<file path="config.mk">
export PLATFORM = sky130hd
export DESIGN_NAME = decoder_3_8_v
export DESIGN_NICKNAME = d
export VERILOG_FILES = /design/src/rtl/decoder_3_8_v.sv
export SDC_FILE = /design/constraint.sdc
export NUM_CORES = 1
export LEC_CHECK = 0
export ABC_AREA = 1
export BUFFER_PORTS_ARGS = -buffer_cell sky130_fd_sc_hd__buf_4
export CAP_MARGIN = 10
export CELL_PAD_IN_SITES_DETAIL_PLACEMENT = 1
export CELL_PAD_IN_SITES_GLOBAL_PLACEMENT = 1
export CORE_MARGIN = 10
export CORE_UTILIZATION = 44
export CTS_CLUSTER_DIAMETER = 80
export DETAILED_ROUTE_END_ITERATION = 12
export PLACE_DENSITY = 0.94
export SLEW_MARGIN = 0
export SYNTH_ARGS = -nofsm -noshare
export SYNTH_HDL_FRONTEND = slang
export SYNTH_SLANG_ARGS = --single-unit
</file>
<file path="constraint.sdc">
create_clock -name i_clk -period 3.8 [get_ports i_clk]
set_clock_uncertainty 0.05 [all_clocks]
set_input_delay 0.19 -clock i_clk [delete_from_list [all_inputs] [get_ports i_clk]]
set_output_delay 0.19 -clock i_clk [all_outputs]
set_load 0.005 [all_outputs]
</file>
<file path="src/rtl/decoder_3_8_v.sv">
// Registered 3-to-8 decoder: holds each accepted code's one-hot line for HOLD_CYCLES cycles,
// with a one-entry pending buffer. Optional source-protocol check via DECODER_3_8_DROP_DETECT_EN.
module decoder_3_8_v #(
  parameter int unsigned CODE_W      = 3,
  parameter int unsigned HOLD_CYCLES = 4
) (
  input  logic                   i_clk,
  input  logic                   i_rst_n,
  input  logic [CODE_W-1:0]      i_code,
  input  logic                   i_valid,
  output logic                   o_ready,
  output logic [2**CODE_W-1:0]   o_onehot,
  output logic                   o_busy,
  output logic                   o_drop
);

  localparam int unsigned OutW     = 2**CODE_W;
  localparam logic [7:0]  HoldLoad = 8'(HOLD_CYCLES - 1);
  localparam logic [OutW-1:0] OneLsb = OutW'(1);

  typedef enum logic [0:0] {StIdle, StHold} state_e;

  state_e            state_q;
  logic [OutW-1:0]   onehot_q;
  logic [7:0]        cnt_q;
  logic              pend_full_q;
  logic [CODE_W-1:0] pend_code_q;
  logic              ready_q;
  logic              xfer;

  function automatic logic [OutW-1:0] decode(input logic [CODE_W-1:0] c);
    decode = OneLsb << c;
  endfunction

  assign xfer = i_valid & ready_q;

  always_ff @(posedge i_clk or negedge i_rst_n) begin
    if (!i_rst_n) begin
      state_q     <= StIdle;
      onehot_q    <= '0;
      cnt_q       <= 8'd0;
      pend_full_q <= 1'b0;
      pend_code_q <= '0;
      ready_q     <= 1'b1;
    end else begin
      unique case (state_q)
        StIdle: begin
          if (xfer) begin
            onehot_q <= decode(i_code);
            cnt_q    <= HoldLoad;
            state_q  <= StHold;
          end
        end
        StHold: begin
          if (cnt_q == 8'd0) begin
            if (pend_full_q) begin
              onehot_q    <= decode(pend_code_q);
              pend_full_q <= 1'b0;
              cnt_q       <= HoldLoad;
              ready_q     <= 1'b1;
            end else if (xfer) begin
              // Expiry and new transfer coincide: chain straight into the next code.
              onehot_q <= decode(i_code);
              cnt_q    <= HoldLoad;
            end else begin
              onehot_q <= '0;
              state_q  <= StIdle;
            end
          end else begin
            cnt_q <= cnt_q - 8'd1;
            if (xfer) begin
              pend_code_q <= i_code;
              pend_full_q <= 1'b1;
              ready_q     <= 1'b0;
            end
          end
        end
      endcase
    end
  end

  assign o_ready  = ready_q;
  assign o_onehot = onehot_q;
  assign o_busy   = (state_q == StHold) | pend_full_q;

`ifdef DECODER_3_8_DROP_DETECT_EN
  logic [CODE_W-1:0] code_prev_q;
  logic              drop_q;

  // Flags a source that changes i_code while stalled; sticky until reset.
  always_ff @(posedge i_clk or negedge i_rst_n) begin
    if (!i_rst_n) begin
      code_prev_q <= '0;
      drop_q      <= 1'b0;
    end else begin
      code_prev_q <= i_code;
      if (i_valid && !ready_q && (i_code != code_prev_q)) begin
        drop_q <= 1'b1;
      end
    end
  end

  assign o_drop = drop_q;
`else
  assign o_drop = 1'b0;
`endif

endmodule

</file>
=== Word-level counts from Yosys, hierarchy flattened ===
Cells that the tools add are included.

* Register bits after elaboration: 22
* Input bits: 6

* Add/subtract/negate cells: 1
* Equality and inequality tests: 3
* Shifts and indexed selects: 2
* Mux-type cells: 18
* Bitwise logic cells: 4
* Reduce and logical (&&, ||, !) cells: 6

{| class="wikitable"
|+ Operators with widths
! kind !! count
|-
| $mux 8 || 7
|-
| $pmux 8 s2 || 2
|-
| $shl 1x3->8 const A || 2
|-
| $logic_not 8->1 || 1
|-
| $mux 1 || 8
|-
| $sub 8x1->8 const B || 1
|-
| $reduce_and 3->1 || 2
|-
| $ne 2x2->1 const B || 2
|-
| $reduce_and 2->1 || 2
|-
| $ne 2x1->1 const B || 1
|-
| $not 1->1 || 2
|-
| $pmux 1 s2 || 1
|-
| $reduce_bool 2->1 || 1
|-
| $and 1x1->1 || 1
|-
| $or 1x1->1 || 1
|}

=== Longest topological paths before layout ===
* Word-level depth: 5
* Depth in mapped cells: 10
* Gate-level depth less buffers: 10

=== Worst setup path after synthesis ===
No wires, ideal clock.

* Path kind: reg-to-reg
* From: register cnt_q[0]
* To: register onehot_q[1] (netlist: o_onehot[1])
* Library setup time: 0.113 ns
* Data arrival time: 1.166 ns
* Required time: 3.637 ns
* Setup slack: 2.472 ns
* Cell stages (with the launch flop): 10
* Path buffers: 0
* Clock period less this slack: 1.328 ns
* Cell sequence: dfrtp_1 -> inv_1 -> ha_1 -> nand2_1 -> nor2_2 -> nand3_2 -> nand2_4 -> nand3_1 -> nand2_1 -> inv_1

* Word-level cells in the longest chain between the ends: 3

{| class="wikitable"
|+ Ends and longest elaborated chain
! element !! RTL line !! text
|-
| from (decl) || 25 || <nowiki>logic [7:0] cnt_q;</nowiki>
|-
| from (signal assigned) || 50 || <nowiki>cnt_q <= HoldLoad;</nowiki>
|-
| from (signal assigned) || 59 || <nowiki>cnt_q <= HoldLoad;</nowiki>
|-
| from (signal assigned) || 64 || <nowiki>cnt_q <= HoldLoad;</nowiki>
|-
| $logic_not 8->1 || 55 || <nowiki>if (cnt_q == 8'd0) begin</nowiki>
|-
| $ne 2x1->1 (no source line) || -- ||
|-
| $reduce_and 2->1 (no source line) || -- ||
|-
| to (signal assigned) || 49 || <nowiki>onehot_q <= decode(i_code);</nowiki>
|-
| to (signal assigned) || 57 || <nowiki>onehot_q <= decode(pend_code_q);</nowiki>
|-
| to (signal assigned) || 63 || <nowiki>onehot_q <= decode(i_code);</nowiki>
|-
| to (decl) || 24 || <nowiki>logic [OutW-1:0] onehot_q;</nowiki>
|}

Every way passes these cells.
A chain may end at the register's enable or synchronous reset.

=== Worst setup path in the final report ===
* From: register state_q
* To: output port o_busy

* Word-level cells in the longest chain between the ends: 1

{| class="wikitable"
|+ Ends and longest elaborated chain
! element !! RTL line !! text
|-
| from (decl) || 23 || <nowiki>state_e state_q;</nowiki>
|-
| from (signal assigned) || 39 || <nowiki>state_q <= StIdle;</nowiki>
|-
| from (signal assigned) || 51 || <nowiki>state_q <= StHold;</nowiki>
|-
| from (signal assigned) || 67 || <nowiki>state_q <= StIdle;</nowiki>
|-
| $or 1x1->1 || 84 || <nowiki>assign o_busy = (state_q == StHold) | pend_full_q;</nowiki>
|-
| to (decl) || 13 || <nowiki>output logic o_busy,</nowiki>
|}

Every way passes these cells.

==> metrics <==
status complete, no violations; clk slew on worst S/H paths ~0.14 ns; vias in the first global route 1452; final core utilization 52.6%; Die H ~76 um; antenna violations before repair 0; Diodes inserted 0; clock sinks 22; Slew headroom between 60 and 70%; Final Cycle Share a little under half; Routed Antenna Nets 0; Final Hold Violating Endpoints 0; WL/cell 14.4 um; total die area 5780 um2; unrepaired setup endpoints after global routing false; dpl ws 2.18 ns; Synth cell types 24; DRT iter0 DRCs 57; GRT Util Overall between 10 and 15%; Final WS setup about 2.1 ns; Worst Path Required around 3.6 ns; worst vdd ir about 170 uV; RR Endpoint o_onehot[1]; CP Capture Type primary output; largest net degree at the start of global routing 23; CP max FO 14; setup TNS 0 ns; Primary FF master, synth dfrtp_1; Post-synth ARST share between 90% and 100%; drt first pass iters 4; FILL cells around 400; Clock Path Buffers 2; CORE AREA between 3000 and 4000 um2; R2R depth 7; Final Setup Violations 0; Pwr Total around 560 uW; area delta synth->final 15.4%; Via density 5.10; max-slew violations 0; Period minus WS final ~1.7 ns; total grt overflow 0; Seq/Total Area, Yosys about two fifths; first-pass GRT wire length ~6.7 mm; max_cap viols 0; vias 1320; DIE WIDTH about 76 um; CP startpoint kind flip-flop; buffers added on ports 15; Post-CTS Resized 0; num ports 17; Mapped Area 1380 um2; Leakage Power between 0.0008 and 0.0009 uW; nets between 200 and 250; DP HPWL 2.87 mm; syn nets 206; WHS 0.110 ns; drc violations 0; worst min-delay path category in2reg; Peak Freq around 570 MHz; Starting Density 45.6%; CTS tree done; critical path type reg2out; Avg Cell Area, Syn 6.98 um2; Syn Inst Count between 150 and 200; Worst setup endpoint o_busy; root buffer cell clkbuf_4; slack of the worst reg-to-reg path about 2.2 ns; Post-synth EDFFs 0; r2r startpoint state_q; flops & latches, synth 22; Total Wirelength ~3.7 mm; share of layout cells above drive strength 1 18.1%; TritonCTS Buffers 3; slew at the pin closest to its max-slew limit about 0.52 ns; gpl congestion between 0.8 and 0.9; row cnt 20; worst-skew pair later-pin latency ~0.34 ns; worst endpoint data arrival time around 1.5 ns; Worst Setup SP state_q; Syn. warnings 0; H-tree Lvls 1; PD cells between 300 and 400 nW/um2
==> synthesized netlist by cell type (2+ instances only) <==
library cell / count / area share [%]
buf_2: 2 / 0.72
dfrtp_1: 21 / 38
ha_1: 2 / 1.8
inv_1: 21 / 5.7
inv_2: 6 / 1.6
nand2_1: 65 / 18
nand2_2: 4 / 1.8
nand2_4: 2 / 1.6
nand3_1: 25 / 9.1
nand4_1: 5 / 2.3
nor2_1: 17 / 4.6
nor2_4: 3 / 2.4
o21ai_0: 8 / 2.9
o21ai_1: 7 / 2.5
==> report_power, final <==
part / switching, uW / total, uW / internal, uW
sequential: 23.9 / 274 / 250
combinational: 66.7 / 95.7 / 29.0
clock: 83.4 / 190 / 107
total: 174 / 560 / 386
==> how the worst min path moves through the flow <==
stage / end / cells past startpoint / slack (ns) / startpoint
after detailed placement: pend_code_q[0] / 1 / 0.05 / i_rst_n
after global placement: cnt_q[1] / 1 / 0.05 / i_rst_n
final: pend_code_q[0] / 3 / 0.11 / i_code[0]
after global routing: pend_code_q[0] / 3 / 0.14 / i_code[0]
after CTS: pend_code_q[0] / 3 / 0.11 / i_code[0]
after floorplan: cnt_q[0] / 0 / -0.16 / i_rst_n
==> cells in the final DEF (no fill, tap or decap) <==
cell type,n
o21ai_0,8
buf_4,15
nand3_1,25
nand2_4,2
a21oi_1,1
dfrtp_1,21
inv_4,1
nand2_2,4
clkbuf_4,3
nand2_1,65
ha_1,2
inv_1,21
bufinv_16,1
dfstp_2,1
o31ai_1,1
nor2_4,3
nand4_1,5
nor2_2,1
nand3_2,1
inv_2,6
o21ai_1,7
nor2_1,17
conb_1,1
nand3_4,1
dlygate4sd3_1,1
xor2_1,1
==> layer usage <==
metal  part of all wire [%]  GRT usage [%]  routed length (um)
met3                    3.0           2.24                 112
met2                     49           22.7                1850
met5                      0              0                   0
met4                    2.0           7.39                  75
met1                     46           16.2                1700
==> cells by family after synthesis <==
group | synth area share (%)
and+or+nand+nor | 41.9
buffers and inverters | 9.06
DFF | 39.9
AOI/OAI and AO/OA | 6.34
adders and majority gates | 1.81
xor gates and xnor gates | 0.634
other | 0.271
==> stage by stage <==
| step | area (um2) | std cells |
|---|---|---|
| global placement | 1530 | 254 |
| floorplan | 1380 | 198 |
| finish | 1590 | 259 |
| CTS | 1590 | 259 |
| global route | 1590 | 259 |
| detailed placement | 1530 | 254 |
==> registers in the layout, indices dropped and copies added (netlist names) <==
name         cells
state_q          1
pend_full_q      1
pend_code_q      3
cnt_q            8
o_ready          1
o_onehot         8
==> worst max-delay path, stage by stage, from the launching register on <==
cell and delay, ns:
dfrtp_1 0.70, inv_2 0.23, nand2_1 0.13, buf_4 0.11
==> cell type report <==
type / instances / area (um2) / share of cell area (%)
clock buffers: 3 / 22.5 / 1.41
clock inverters: 1 / 30.0 / 1.88
inverters: 28 / 108 / 6.75
multi-input cells: 145 / 704 / 44.2
flip-flops and latches: 22 / 552 / 34.6
well taps: 44 / 55.1 / 3.45
repair buffers: 16 / 123 / 7.69
==> timing repair <==
action                    CTS  global route
hold endpoints to repair   22             0
buffers inserted            0             0
hold buffers                1             0
Power figures use the tool's default switching activity.
